$ cat src/rtl/adder_pkg.sv
// Shared definitions for the serial adder family: FSM state encoding and
// digit-counter sizing.
package adder_pkg;

  typedef enum logic [1:0] {
    IDLE = 2'd0,
    RUN  = 2'd1,
    DONE = 2'd2
  } state_e;

  // Bits needed to count digits 0..n-1, never less than one.
  function automatic int cnt_width(input int n);
    return (n <= 2) ? 1 : $clog2(n);
  endfunction

endpackage

$ cat src/rtl/digit_adder.sv
// Combinational DIGIT-bit ripple adder built from full-adder cells. It also
// exposes the carry into its MSB so the caller can derive signed overflow.
module digit_adder #(
  parameter int DIGIT = 1
) (
  input  logic [DIGIT-1:0] a_i,
  input  logic [DIGIT-1:0] b_i,
  input  logic             c_i,
  output logic [DIGIT-1:0] s_o,
  output logic             c_o,
  output logic             c_msb_o
);

  logic [DIGIT:0] c;

  assign c[0] = c_i;

  for (genvar i = 0; i < DIGIT; i++) begin : g_fa
    assign s_o[i]   = a_i[i] ^ b_i[i] ^ c[i];
    assign c[i+1]   = (a_i[i] & b_i[i]) | (c[i] & (a_i[i] ^ b_i[i]));
  end

  assign c_o     = c[DIGIT];
  assign c_msb_o = c[DIGIT-1];

endmodule

$ cat src/rtl/serial_adder.sv
// Digit-serial adder: WIDTH/DIGIT clocks per add, LSB digit first, start/busy/done
// handshake; start is ignored while busy and the last result is held until the next one.
module serial_adder
  import adder_pkg::*;
#(
  parameter int WIDTH = 16,
  parameter int DIGIT = 1
) (
  input  logic             sys_clk,
  input  logic             sys_rst_n,
  input  logic             start,
  input  logic [WIDTH-1:0] addend,
  input  logic [WIDTH-1:0] augend,
  input  logic             carry_in,
  output logic             busy,
  output logic             done,
  output logic [WIDTH-1:0] sum,
  output logic             carry_out,
  output logic             overflow
);

  localparam int N  = WIDTH / DIGIT;
  localparam int CW = cnt_width(N);
  localparam logic [CW-1:0] LAST = CW'(N - 1);

  if (WIDTH < 1 || DIGIT < 1 || (WIDTH % DIGIT) != 0) begin : g_bad_params
    $fatal(1, "serial_adder: DIGIT must be >= 1 and divide WIDTH exactly");
  end

  state_e           state_q, state_d;
  logic [CW-1:0]    cnt_q, cnt_d;
  logic [WIDTH-1:0] a_q, a_d;
  logic [WIDTH-1:0] b_q, b_d;
  logic [WIDTH-1:0] acc_q, acc_d;
  logic [WIDTH-1:0] sum_q, sum_d;
  logic             carry_q, carry_d;
  logic             cout_q, cout_d;
  logic             ovf_q, ovf_d;

  logic [DIGIT-1:0] dig_sum;
  logic             dig_carry;
  logic             dig_carry_msb;
  logic [WIDTH-1:0] acc_shift;

  digit_adder #(.DIGIT(DIGIT)) u_digit (
    .a_i     (a_q[DIGIT-1:0]),
    .b_i     (b_q[DIGIT-1:0]),
    .c_i     (carry_q),
    .s_o     (dig_sum),
    .c_o     (dig_carry),
    .c_msb_o (dig_carry_msb)
  );

  // New digit enters at the top; after N digits the LSB digit has reached bit 0.
  assign acc_shift = WIDTH'({dig_sum, acc_q} >> DIGIT);

  always_comb begin
    state_d = state_q;
    cnt_d   = cnt_q;
    a_d     = a_q;
    b_d     = b_q;
    acc_d   = acc_q;
    carry_d = carry_q;
    sum_d   = sum_q;
    cout_d  = cout_q;
    ovf_d   = ovf_q;

    case (state_q)
      IDLE, DONE: begin
        if (start) begin
          state_d = RUN;
          cnt_d   = '0;
          a_d     = addend;
          b_d     = augend;
          acc_d   = '0;
          carry_d = carry_in;
        end else begin
          state_d = IDLE;
        end
      end
      RUN: begin
        a_d     = a_q >> DIGIT;
        b_d     = b_q >> DIGIT;
        acc_d   = acc_shift;
        carry_d = dig_carry;
        cnt_d   = cnt_q + 1'b1;
        if (cnt_q == LAST) begin
          state_d = DONE;
          sum_d   = acc_shift;
          cout_d  = dig_carry;
          ovf_d   = dig_carry ^ dig_carry_msb;
        end
      end
      default: state_d = IDLE;
    endcase
  end

  always_ff @(posedge sys_clk or negedge sys_rst_n) begin
    if (!sys_rst_n) begin
      state_q <= IDLE;
      cnt_q   <= '0;
      a_q     <= '0;
      b_q     <= '0;
      acc_q   <= '0;
      carry_q <= 1'b0;
      sum_q   <= '0;
      cout_q  <= 1'b0;
      ovf_q   <= 1'b0;
    end else begin
      state_q <= state_d;
      cnt_q   <= cnt_d;
      a_q     <= a_d;
      b_q     <= b_d;
      acc_q   <= acc_d;
      carry_q <= carry_d;
      sum_q   <= sum_d;
      cout_q  <= cout_d;
      ovf_q   <= ovf_d;
    end
  end

  assign busy      = (state_q == RUN);
  assign done      = (state_q == DONE);
  assign sum       = sum_q;
  assign carry_out = cout_q;
  assign overflow  = ovf_q;

endmodule

$ cat config.mk
export PLATFORM = sky130hd
export DESIGN_NAME = serial_adder
export DESIGN_NICKNAME = d
export VERILOG_FILES = /design/src/rtl/adder_pkg.sv /design/src/rtl/digit_adder.sv /design/src/rtl/serial_adder.sv
export SDC_FILE = /design/constraint.sdc
export NUM_CORES = 1
export LEC_CHECK = 0
export BUFFER_PORTS_ARGS = -buffer_cell sky130_fd_sc_hd__buf_2
export CORE_ASPECT_RATIO = 1.75
export CORE_MARGIN = 2
export CORE_UTILIZATION = 59
export DETAILED_ROUTE_END_ITERATION = 10
export GPL_ROUTABILITY_DRIVEN = 0
export PLACE_DENSITY_LB_ADDON = 0.05
export SYNTH_ARGS = -nofsm -noshare
export SYNTH_HDL_FRONTEND = slang
export SYNTH_HIERARCHICAL = 1
export SYNTH_SLANG_ARGS = --single-unit
$ cat constraint.sdc
create_clock -name sys_clk -period 3.9 [get_ports sys_clk]
set_input_delay 0.78 -clock sys_clk [delete_from_list [all_inputs] [get_ports sys_clk]]
set_output_delay 0.78 -clock sys_clk [all_outputs]
set_load 0.01 [all_outputs]
* Word-level counts from Yosys, hierarchy flattened
Cells that the tools add are included.
** Storage, ports and cells
- Register bits :: 73
- Bits of input ports :: 36
- Output and inout port bits :: 20
- Word-level logic and storage cells :: 39
** Operators by class
- Add/subtract/negate cells :: 1
- Eq/ne operators :: 5
- Muxes and demuxes :: 13
- Bitwise logic cells :: 6
- Reduce and logical (&&, ||, !) cells :: 5
** Operators with widths (count)
- one-hot mux 16 bit (2 select lines) :: 3
- two-way mux 16 bit :: 3
- one-hot mux 4 bit (2 select lines) :: 1
- adder 4 x 1 -> 4 bit (second input constant) :: 1
- equality test 4 bit (second input constant) :: 1
- two-way mux 4 bit :: 1
- one-hot mux 2 bit (2 select lines) :: 1
- AND reduction 2 bit :: 2
- bitwise XOR 1 bit :: 3
- bitwise AND 1 bit :: 2
- equality test 2 x 1 -> 1 bit (second input constant) :: 1
- equality test 2 bit (second input constant) :: 1
- logical NOT 2 bit :: 1
- two-way mux 1 bit :: 2
- two-way mux 2 bit :: 1
- inequality test 2 x 1 -> 1 bit (second input constant) :: 1
- inequality test 2 bit (second input constant) :: 1
- one-hot mux 1 bit (2 select lines) :: 1
- nonzero test 2 bit :: 1
- OR reduction 2 bit :: 1
- OR 1 bit :: 1

* Logic depth before layout (Yosys ltp)
- Word-level depth :: 4
- Gate-level depth with buffers :: 6
- Depth with buffers taken out :: 4

* By module
Netlist, hierarchy kept.
** Modules (own cells, without submodules)
- serial_adder :: times used 1, cells an instance 240, area each 2972.9 um^2, sequential area each 1801.7 um^2
- digit_adder :: times used 1, cells an instance 2, area each 27.5 um^2, sequential area each 0.0 um^2

* Worst setup path before layout
Ideal clock, no wire load.
- Kind :: flip-flop to output port
- Start point :: register state_q[1]
- End point :: output port busy
- Data arrival time :: 924 ps
- Data required time :: 3120 ps
- Path slack :: 2196 ps
- Stages on the path, launching flop included :: 5
- Buffers on the path :: 2
- Cell sequence :: dfrtp_1 > nand2b_1 > buf_6 > inv_4 > buf_2
** On the way
- Word-level cells in the longest chain between the ends :: 1
** Ends and longest elaborated chain
- from (decl) :: RTL line serial_adder.sv:30 : state_e state_q, state_d;
- from (signal assigned) :: RTL line serial_adder.sv:110 : state_q <= state_d;
- equality test 2 x 1 -> 1 bit :: RTL line serial_adder.sv:122 : assign busy = (state_q == RUN);
- to (decl) :: RTL line serial_adder.sv:15 : output logic busy,
No other way between the ends.

* Final worst setup path
- Start point :: register state_q[0]
- End point :: output port busy
Same word-level chain as after synthesis.

==> impl_metrics.toml <==
[floorplanning]
die_h_um = 98.3
die-width_um = 57.9
dieArea_um2 = 5690
initial_utilization_pct = 60.8
rows = 34
num_io_pins = 56
core_area_um2 = 4930

[clocking]
cts_buffer_depth = 2
path_clk_slew_ns = 0.08
post_cts_resized = 0
cts_buffers = 9
clk_latency_ns = 0.34
cts_root_buffer = "clkbuf_8"
postCtsHoldBufs = 0
cts_max_level = 3
cts_tree = "yes"
post_cts_buffers = 0
cts_sinks = 72

[layout]
n_antenna_cell = 0
fin_nets = 330
fill_cells = 394
syn_to_final_growth_pct = 16.0
drive_gt1_share_pct = 32.3

[power_and_ir_drop]
p_leak_nw = 1.77
power.density_nw_per_um2 = 858
vdd_ir_drop_max_v = 0.000720

[worst_setup_path]
crit_chain = "nand2b_1 -> buf_4 -> inv_4 -> buf_2"
reg2regPathDepth = 4
critical_path_buf_inv_count = 3
arrival_ns = 1.42
crit_fanout = 36
r2r_setup_slack_ns = 2.05
slowest_stage = "dfrtp_1"
worstSetupPathDepth = 4
r2r_end = "acc_q[15]"
required_ns = 3.12
critPathKind = "reg2out"
endpoint = "busy"
start_kind = "flop"
cp_top_family = "buffers and inverters"
setup.worst_path.end_class = "output port"
r2r-start = "state_q[0]"
crit_start = "state_q[0]"
max_stage_delay_ns = 0.42

[detailed_routing]
ant_nets = 0
routed_wl_um = 5630
vias = 2027
firstDrtPassIters = 4
drt_iter0_markers = 106
remaining_drc_errors = 0
avgRoutedWirePerCell_um = 16.0
viasPerCell = 5.77

[timing]
rsz0062_at_grt = "no"
period_share_pct = 56.5
tns_ns = 0
final.min_clock_period_ns = 2.20
finClkSkew_ns = 0.00953
worst_slack_ns = 1.70
fmax_ghz = 0.454
timing.hold.ws_ns = 0.476
hold_viol = 0
setup_viol = 0
max-slew-margin-rel_pct = 41.7
drv_slew = 0
tightest_slew_ns = 0.875

[run_status]
status = "completed"

[min_path]
hold_path.startpoint = "cnt_q[3]"
hold_class = "reg2reg"

[global_routing]
first_global_vias = 2055
grt_max_degree = 73
track_usage_pct = 22.5
overflow = 0
grt_pass1_wl_um = 9740
grt_antenna_before_repair = 0

[synthesis]
avgSynthCellArea_um2 = 12.4
synth-seq-cells = 72
syn_area_um2 = 3000
synthDistinctLibCells = 23
ys_warn_count = 6
synth_cells = 242
syn_nets = 280
yosysSeqAreaShare_pct = 60.1

[place]
numPortBuffers = 55
hpwl_um = 3480
place_worst_setup_slack_ns = 1.59

[job]
maxCapViolations = 0
cells in the final DEF, fill, tap and decap left out, drive strengths merged, types with 2 or more instances in the layout:
cell type	n
a22o	19
a22oi	31
buf	59
bufinv	2
clkbuf	10
clkinvlp	2
dfrtp	72
inv	2
mux2	18
mux2i	2
nand2	34
nand2b	2
nand3	33
nor2	2
nor2b	2
sequential cells by signal (all words and copies together) (netlist names), 2 cells and up:
| register | count |
|---|---|
| cnt_q | 4 |
| state_q | 2 |
| acc_q | 15 |
| a_q | 16 |
| b_q | 16 |
| sum | 16 |
power breakdown:
group / switching [W] / internal [W] / leakage [nW]
registers: 0.000210 / 0.00108 / 0.916
logic: 0.000561 / 0.000490 / 0.748
clock network: 0.000279 / 0.000363 / 0.103
worst min path at each step:
stage	end	slack (ns)	cells after the start
floorplan	cnt_q[3]	0.45	1
global placement	cnt_q[3]	0.46	1
detailed placement	cnt_q[3]	0.47	1
CTS	cnt_q[3]	0.48	1
global route	cnt_q[3]	0.49	1
finish	cnt_q[3]	0.48	1
Yosys cell counts:
cell      count  area (µm²)
dfrtp_1      72        1800
nand2_1      34         128
nand3_1      33         165
a22oi_1      31         233
a22o_1       19         166
buf_2        10        50.1
mux2_2        9         101
mux2_4        9         135
clkbuf_1      6        22.5
buf_4         2        15.0
mux2i_1       2        20.0
nand2b_1      2        12.5
nor2_8        2        40.0
nor2b_1       2        12.5
and2b_1       1        7.51
buf_12        1        20.0
buf_6         1        11.3
fa_1          1        20.0
ha_1          1        12.5
inv_4         1        6.26
nand4_1       1        6.26
o21ai_0       1        5.00
xor2_1        1        8.76
layer usage:
| layer | part of all wire [%] | routed length [µm] | track usage [%] |
|---|---|---|---|
| met1 | 46 | 2570 | 29.6 |
| met2 | 48 | 2730 | 34.5 |
| met3 | 4.8 | 268 | 7.42 |
| met4 | 1.0 | 57 | 8.41 |
| met5 | 0 | 0 | 0 |
per-stage QoR:
stage          utilization (%)  cells  instance area [µm²]  power [W]
6_report                  70.5    351                 3480    0.00298
5_1_grt                   70.5    351                 3480    0.00322
4_1_cts                   70.5    351                 3480    0.00301
3_5_place_dp              66.0    335                 3260    0.00237
3_3_place_gp              66.0    335                 3260    0.00232
2_1_floorplan                -    242                 3000    0.00210
cell families after synthesis:
kind of cell               count (synthesis)  synth area share, %
and+or+nand+nor                           75                 12.4
DFF                                       72                 60.1
AOI/OAI and AO/OA                         51                 13.5
buffers and inverters                     21                 4.17
muxes                                     20                 8.55
adders and majority gates                  2                 1.08
xor gates and xnor gates                   1                0.292
layout make-up:
cell class | instances | area, µm² | area share [%]
inverters | 1 | 6.26 | 0.180
clock inverters | 6 | 92.6 | 2.66
repair buffers | 59 | 308 | 8.85
clock buffers | 10 | 128 | 3.67
multi-input cells | 149 | 1080 | 30.9
well taps | 54 | 67.6 | 1.94
flip-flops and latches | 72 | 1800 | 51.8
(Power assumes the default switching activity.)
